--- config.mk ---
export PLATFORM = sky130hd
export DESIGN_NAME = stepper_pulse_driver_flat
export DESIGN_NICKNAME = d
export VERILOG_FILES = /design/src/rtl/stepper_pulse_driver_pkg.sv /design/src/rtl/stepper_pulse_driver_if.sv /design/src/rtl/stepper_pulse_driver_channel.sv /design/src/rtl/stepper_pulse_driver.sv /design/src/flat_wrapper.sv
export SDC_FILE = /design/constraint.sdc
export NUM_CORES = 1
export LEC_CHECK = 0
export ABC_AREA = 1
export ABC_CLOCK_PERIOD_IN_PS = 4400
export CORE_MARGIN = 2
export CORE_UTILIZATION = 30
export DETAILED_ROUTE_END_ITERATION = 16
export GPL_TIMING_DRIVEN = 0
export PLACE_DENSITY = 0.51
export SLEW_MARGIN = 10
export SYNTH_ARGS = -nofsm -noshare
export SYNTH_HDL_FRONTEND = slang
export SYNTH_SLANG_ARGS = --single-unit
--- constraint.sdc ---
create_clock -name clk -period 4.4 [get_ports clk]
set_input_delay 1.1 -clock clk [delete_from_list [all_inputs] [get_ports clk]]
set_output_delay 1.1 -clock clk [all_outputs]
set_load 0.03 [all_outputs]
--- src/rtl/stepper_pulse_driver_pkg.sv ---
// Shared types and default timing for the stepper pulse driver and its controller.
package stepper_pkg;

   typedef enum logic [1:0] {IDLE, SETUP, RUN} stepper_state_t;

   localparam int unsigned STEPS_W         = 8;
   localparam int unsigned STEP_PERIOD_DEF = 2500;
   localparam int unsigned PULSE_HIGH_DEF  = 100;
   localparam int unsigned DIR_SETUP_DEF   = 50;

endpackage

--- src/rtl/stepper_pulse_driver_if.sv ---
// Controller <-> stepper driver handshake and motor pin bundle.
interface stepper_pulse_driver_if;
   import stepper_pkg::*;

   logic               dataReady;
   logic [STEPS_W-1:0] steps1;
   logic [STEPS_W-1:0] steps2;
   logic               dir1;
   logic               dir2;
   logic               enable;
   logic               stepperReady;
   logic               step1Pin;
   logic               step2Pin;
   logic               dir1Pin;
   logic               dir2Pin;

   modport master (
      output dataReady, steps1, steps2, dir1, dir2, enable,
      input  stepperReady, step1Pin, step2Pin, dir1Pin, dir2Pin
   );

   modport slave (
      input  dataReady, steps1, steps2, dir1, dir2, enable,
      output stepperReady, step1Pin, step2Pin, dir1Pin, dir2Pin
   );

endinterface

--- src/rtl/stepper_pulse_driver_channel.sv ---
// One motor channel: remaining-step count, registered direction and step pin.
module step_channel
   import stepper_pkg::*;
(
   input  logic               clk,
   input  logic               reset,
   input  logic               load,
   input  logic [STEPS_W-1:0] steps_in,
   input  logic               dir_in,
   input  logic               period_start,
   input  logic               pulse_end,
   output logic               step_pin,
   output logic               dir_pin,
   output logic               rem_zero
);

   logic [STEPS_W-1:0] rem_q, rem_d;
   logic               step_q, step_d;
   logic               dir_q, dir_d;

   always_comb begin
      rem_d  = rem_q;
      step_d = step_q;
      dir_d  = dir_q;
      if (load) begin
         rem_d = steps_in;
         dir_d = dir_in;
      end
      // a channel that has used up its count sits out the remaining periods
      if (period_start && (rem_q != '0)) begin
         step_d = 1'b1;
         rem_d  = rem_q - STEPS_W'(1);
      end
      if (pulse_end) begin
         step_d = 1'b0;
      end
   end

   always_ff @(posedge clk or posedge reset) begin
      if (reset) begin
         rem_q  <= '0;
         step_q <= 1'b0;
         dir_q  <= 1'b0;
      end else begin
         rem_q  <= rem_d;
         step_q <= step_d;
         dir_q  <= dir_d;
      end
   end

   assign step_pin = step_q;
   assign dir_pin  = dir_q;
   assign rem_zero = (rem_q == '0);

endmodule

--- src/rtl/stepper_pulse_driver.sv ---
// Two-motor step/dir pulse generator; accepts one move per handshake and reports idle.
//  state | meaning
//  IDLE  | stepperReady high, waiting for dataReady
//  SETUP | dir pins settling before the first step edge
//  RUN   | period counter running, channels pulse at each period start
module stepper_pulse_driver
   import stepper_pkg::*;
#(
   parameter int unsigned STEP_PERIOD = STEP_PERIOD_DEF,
   parameter int unsigned PULSE_HIGH  = PULSE_HIGH_DEF,
   parameter int unsigned DIR_SETUP   = DIR_SETUP_DEF
) (
   input  logic                  clk,
   input  logic                  reset,
   stepper_pulse_driver_if.slave bus
);

   localparam int unsigned PER_W = $clog2(STEP_PERIOD);
   localparam int unsigned SET_W = $clog2(DIR_SETUP + 1);
   localparam int unsigned PUL_W = $clog2(PULSE_HIGH + 1);
   localparam logic [PER_W-1:0] PER_LAST = PER_W'(STEP_PERIOD - 1);
   localparam logic [SET_W-1:0] SET_LOAD = SET_W'(DIR_SETUP - 1);
   localparam logic [PUL_W-1:0] PUL_LOAD = PUL_W'(PULSE_HIGH - 1);

   stepper_state_t   state_q, state_d;
   logic [PER_W-1:0] period_cnt_q, period_cnt_d;
   logic [SET_W-1:0] setup_cnt_q, setup_cnt_d;
   logic [PUL_W-1:0] pulse_cnt_q, pulse_cnt_d;
   logic             pulse_busy_q, pulse_busy_d;
   logic             ready_q, ready_d;
   logic             load, period_start, pulse_end;
   logic             rem1_zero, rem2_zero, all_done;

   assign all_done = rem1_zero & rem2_zero;

   always_comb begin
      state_d      = state_q;
      period_cnt_d = period_cnt_q;
      setup_cnt_d  = setup_cnt_q;
      ready_d      = ready_q;
      load         = 1'b0;
      period_start = 1'b0;
      case (state_q)
         IDLE: begin
            if (bus.dataReady) begin
               load        = 1'b1;
               ready_d     = 1'b0;
               setup_cnt_d = SET_LOAD;
               state_d     = SETUP;
            end
         end
         SETUP: begin
            if (bus.enable) begin
               if (setup_cnt_q == '0) begin
                  if (all_done) begin
                     state_d = IDLE;
                     ready_d = 1'b1;
                  end else begin
                     state_d      = RUN;
                     period_cnt_d = '0;
                     period_start = 1'b1;
                  end
               end else begin
                  setup_cnt_d = setup_cnt_q - SET_W'(1);
               end
            end
         end
         RUN: begin
            if (bus.enable) begin
               if (period_cnt_q == PER_LAST) begin
                  if (all_done) begin
                     state_d = IDLE;
                     ready_d = 1'b1;
                  end else begin
                     period_cnt_d = '0;
                     period_start = 1'b1;
                  end
               end else begin
                  period_cnt_d = period_cnt_q + PER_W'(1);
               end
            end
         end
         default: begin
            state_d = IDLE;
            ready_d = 1'b1;
         end
      endcase
   end

   // pulse width runs off its own timer so a pause never shortens a pulse in flight
   always_comb begin
      pulse_busy_d = pulse_busy_q;
      pulse_cnt_d  = pulse_cnt_q;
      pulse_end    = 1'b0;
      if (pulse_busy_q) begin
         if (pulse_cnt_q == '0) begin
            pulse_end    = 1'b1;
            pulse_busy_d = 1'b0;
         end else begin
            pulse_cnt_d = pulse_cnt_q - PUL_W'(1);
         end
      end
      if (period_start) begin
         pulse_busy_d = 1'b1;
         pulse_cnt_d  = PUL_LOAD;
      end
   end

   always_ff @(posedge clk or posedge reset) begin
      if (reset) begin
         state_q      <= IDLE;
         period_cnt_q <= '0;
         setup_cnt_q  <= '0;
         pulse_cnt_q  <= '0;
         pulse_busy_q <= 1'b0;
         ready_q      <= 1'b1;
      end else begin
         state_q      <= state_d;
         period_cnt_q <= period_cnt_d;
         setup_cnt_q  <= setup_cnt_d;
         pulse_cnt_q  <= pulse_cnt_d;
         pulse_busy_q <= pulse_busy_d;
         ready_q      <= ready_d;
      end
   end

   step_channel u_ch1 (
      .clk          (clk),
      .reset        (reset),
      .load         (load),
      .steps_in     (bus.steps1),
      .dir_in       (bus.dir1),
      .period_start (period_start),
      .pulse_end    (pulse_end),
      .step_pin     (bus.step1Pin),
      .dir_pin      (bus.dir1Pin),
      .rem_zero     (rem1_zero)
   );

   step_channel u_ch2 (
      .clk          (clk),
      .reset        (reset),
      .load         (load),
      .steps_in     (bus.steps2),
      .dir_in       (bus.dir2),
      .period_start (period_start),
      .pulse_end    (pulse_end),
      .step_pin     (bus.step2Pin),
      .dir_pin      (bus.dir2Pin),
      .rem_zero     (rem2_zero)
   );

   assign bus.stepperReady = ready_q;

endmodule

--- src/flat_wrapper.sv ---
// flat-port wrapper written by rule: the top's interface ports become plain ports
module stepper_pulse_driver_flat import stepper_pkg::*;
#(
   parameter int unsigned STEP_PERIOD = STEP_PERIOD_DEF,
   parameter int unsigned PULSE_HIGH  = PULSE_HIGH_DEF,
   parameter int unsigned DIR_SETUP   = DIR_SETUP_DEF
)
  (clk, reset, bus_dataReady, bus_steps1, bus_steps2, bus_dir1, bus_dir2, bus_enable, bus_stepperReady, bus_step1Pin, bus_step2Pin, bus_dir1Pin, bus_dir2Pin);
  stepper_pulse_driver_if bus_i ();
  input  logic clk;
  input  logic reset;
  input wire logic [$bits(bus_i.dataReady)-1:0] bus_dataReady;
  input wire logic [$bits(bus_i.steps1)-1:0] bus_steps1;
  input wire logic [$bits(bus_i.steps2)-1:0] bus_steps2;
  input wire logic [$bits(bus_i.dir1)-1:0] bus_dir1;
  input wire logic [$bits(bus_i.dir2)-1:0] bus_dir2;
  input wire logic [$bits(bus_i.enable)-1:0] bus_enable;
  output wire logic [$bits(bus_i.stepperReady)-1:0] bus_stepperReady;
  output wire logic [$bits(bus_i.step1Pin)-1:0] bus_step1Pin;
  output wire logic [$bits(bus_i.step2Pin)-1:0] bus_step2Pin;
  output wire logic [$bits(bus_i.dir1Pin)-1:0] bus_dir1Pin;
  output wire logic [$bits(bus_i.dir2Pin)-1:0] bus_dir2Pin;
  assign bus_i.dataReady = bus_dataReady;
  assign bus_i.steps1 = bus_steps1;
  assign bus_i.steps2 = bus_steps2;
  assign bus_i.dir1 = bus_dir1;
  assign bus_i.dir2 = bus_dir2;
  assign bus_i.enable = bus_enable;
  assign bus_stepperReady = bus_i.stepperReady;
  assign bus_step1Pin = bus_i.step1Pin;
  assign bus_step2Pin = bus_i.step2Pin;
  assign bus_dir1Pin = bus_i.dir1Pin;
  assign bus_dir2Pin = bus_i.dir2Pin;
  stepper_pulse_driver #(.STEP_PERIOD(STEP_PERIOD), .PULSE_HIGH(PULSE_HIGH), .DIR_SETUP(DIR_SETUP)) u_core (.clk(clk), .reset(reset), .bus(bus_i));
endmodule
==> out/qor.csv <==
metric,value,unit
status,finished clean,
H-tree Lvls,2,
clk root buf,clkbuf_8,
fmax,381.5,MHz
Gate Count Post-Synth,417,
post-route design area,3633,sq um
initial antenna violation count,0,
required time of the critical path,3.30,ns
mean area per synthesized cell,7.312,sq um
Post-Syn Area,3049,sq um
power per cell area,308.1,nW/um^2
layout cell share with drive strength beyond 1,8.407,%
number of synthesized flops with an enable pin,0,
top post-synthesis cells by count,"101 x nand2_1, 58 x inv_1, 52 x nand3_1, 48 x dfrtp_1, 43 x nor2_1",
Post-CTS Hold Buffers,0,
slowest CP cell,clkdlybuf4s50_1,
ys async rst share,100.0,%
VDD IR-drop max,0.0001505,V
Clock Path Buffers,2,
Final Hold Viols,0,
most common cell in the netlist,nand2_1,
syn_nets,449,
WL per Instance,11.59,um
Post-Synth Simple-Gate Area,33.44,%
CTS tree,yes,
unrepaired setup endpoints after global routing,false,
FF-to-FF path depth,8,
via count,2645,
largest net degree at the start of global routing,36,
cells along the critical path,clkdlybuf4s50_1,
routability cong.,0.8239,
CP max stage delay,0.67,ns
Switch Pwr,319.9,uW
Worst Skew,0.003740,ns
"Reg clk slew, reported paths",0.10,ns
hold path start,u_core.pulse_cnt_q[5],
Critical Path AT,1.52,ns
Clk pwr share,35.7,%
vias per cell,4.521,
initial DRC count,103,
Post-CTS Setup Inserts,0,
Worst Hold Endpoint,u_core.pulse_cnt_q[5],
slew margin rel.,63.49,%
"Setup violations, final",0,
PortBufs,26,
Final #Nets,483,
Sw Share,28.58,%
die area,10990,sq um
Final Cycle Share,59.58,%
vias in the first global route,2583,
total negative setup slack,0,ns
synthesized flop and latch total,49,
Total Wirelength,6.782,mm
Die H,104.8,um
DRT Pass-1 Iters,6,
hold-critical path depth,2,
Worst-Margin Slew,0.5477,ns
endpoint type of the worst setup path,primary output,
Synth warnings,0,
top post-synthesis cells by area,"dfrtp_1 39%, nand2_1 12%, nand3_1 8.5%",
Clock Sinks,49,
DR DRC count,0,
antenna-violating nets left,0,
dpl hpwl,5.082,mm
reg2reg setup slack,2.51,ns
core area,9819,sq um
crit path kind,flip-flop to primary output,
Synth top area share,39.39,%
Yosys cell types,33,
total CTS buffers,5,
global-route congestion overflow total,0,
# rows,36,
"Area growth, synth to finish",19.16,%
compound-cell area share of the yosys netlist,8.986,%
number of max-cap violations,0,
post-synthesis mux area share,0,%
num ports,27,
internal power,799.4,uW
"Buf+Inv Stages, Crit Path",1,
PostCTS Resize Cnt,0,
"area leader, netlist",dfrtp_1,
All-Layer GR Usage,13.33,%
worst skew pair latency,0.31,ns
Post-Synth Adder-Cell Area,4.103,%
leakage,0.001868,uW
"delay-heaviest family, CP",buffers and inverters,
worst-path fanout max,3,
first-pass GRT wire length,12.10,mm
HP Class,flip-flop to flip-flop,
register area share after synthesis,40.25,%
placed instance area,3496,sq um
ANT cells,0,
Final Max Tran Viols,0,
top_reg_cell synth,dfrtp_1,
starting density of the core,31.05,%
FF-to-FF End,u_core.u_ch2.rem_q[2],
RR Startpoint,u_core.state_q[0],
CP startpoint kind,flip-flop,
main combinational cell family by area after synthesis,simple AND/OR/NAND/NOR gates,
Die X,104.8,um
part of the power in registers,47.4,%
XOR/XNOR Fraction of Synth Area,4.021,%
Comb pwr share,16.9,%
post-route minimum period,2.621,ns
## kinds of logic after synthesis
group / after synthesis
simple gates: 224
buf+inv: 70
compound gates: 50
flops: 49
xor+xnor: 14
fa+ha+maj: 10
## flip-flops by register name, summed over array words and instances (netlist names)
| name | flops |
|---|---|
| u_core.period_cnt_q | 12 |
| u_core.u_ch1.rem_q | 8 |
| u_core.u_ch2.rem_q | 8 |
| u_core.pulse_cnt_q | 7 |
| u_core.setup_cnt_q | 6 |
| u_core.state_q | 2 |
| u_core.bus.stepperReady | 1 |
| u_core.pulse_busy_q | 1 |
| u_core.u_ch1.dir_pin | 1 |
| u_core.u_ch1.step_pin | 1 |
| u_core.u_ch2.dir_pin | 1 |
| u_core.u_ch2.step_pin | 1 |
## cell type report
class	count	area, sq um
Multi-Input combinational cell	298	1541
Buffer	7	43.79
Sequential cell	49	1227
Fill cell	1080	6186
Inverter	63	236.5
Timing Repair Buffer	27	280.3
Tap cell	133	166.4
Clock buffer	5	68.82
Clock inverter	3	68.82
## power groups by stage
stage               combinational [uW]  sequential [uW]  clock (uW)
global placement                   184              539           0
detailed placement                 190              540           0
CTS                                191              531         413
finish                             189              531         400
floorplan                          139              530           0
global route                       222              538         428
## worst max-delay path by stage
stage | from | end | slack (ns) | cells after the start
6_report | u_core.bus.stepperReady | bus_stepperReady | 1.78 | 1
5_1_grt | u_core.bus.stepperReady | bus_stepperReady | 1.73 | 1
4_1_cts | u_core.bus.stepperReady | bus_stepperReady | 1.75 | 1
3_5_place_dp | bus_dataReady | u_core.u_ch2.rem_q[2] | 1.53 | 8
3_3_place_gp | reset | u_core.pulse_cnt_q[3] | 0.95 | 2
2_1_floorplan | reset | u_core.period_cnt_q[0] | 2.13 | 1
## per-layer routing
metal  vias up  routed length (um)  track usage [%]
met1      1221                3366            17.79
met3         7                 165            2.308
met4         0                  68            3.429
li1       1391                   -                -
met2        26                3182            22.31
met5         -                   0                0
## stage by stage
stage / hold WS (ns) / worst slack (ns) / std cells / power (uW) / utilization, %
2_1_floorplan: 0.4517 / 2.129 / 417 / 669.8 / -
3_3_place_gp: 0.4645 / 0.9456 / 576 / 723.5 / 35.40
3_5_place_dp: 0.4685 / 1.531 / 577 / 729.2 / 35.60
4_1_cts: 0.4961 / 1.755 / 585 / 1135 / 37.00
5_1_grt: 0.5165 / 1.734 / 585 / 1188 / 37.00
6_report: 0.4901 / 1.779 / 585 / 1119 / 37.00
## layout by cell type, fill, tap and decap left out, drive strengths merged
cell type	count
a22oi	1
clkdlybuf4s50	26
xnor2	6
bufinv	2
nand2	106
a21oi	14
nor3	6
nand3	56
inv	64
o21ai	32
dfrtp	48
clkbuf	8
o211ai	2
nor2	47
nand4	7
dfstp	1
or2	1
nand3b	1
xor2	8
buf	5
o22ai	1
ha	10
No activity file was read; power rests on OpenSTA's default activity.
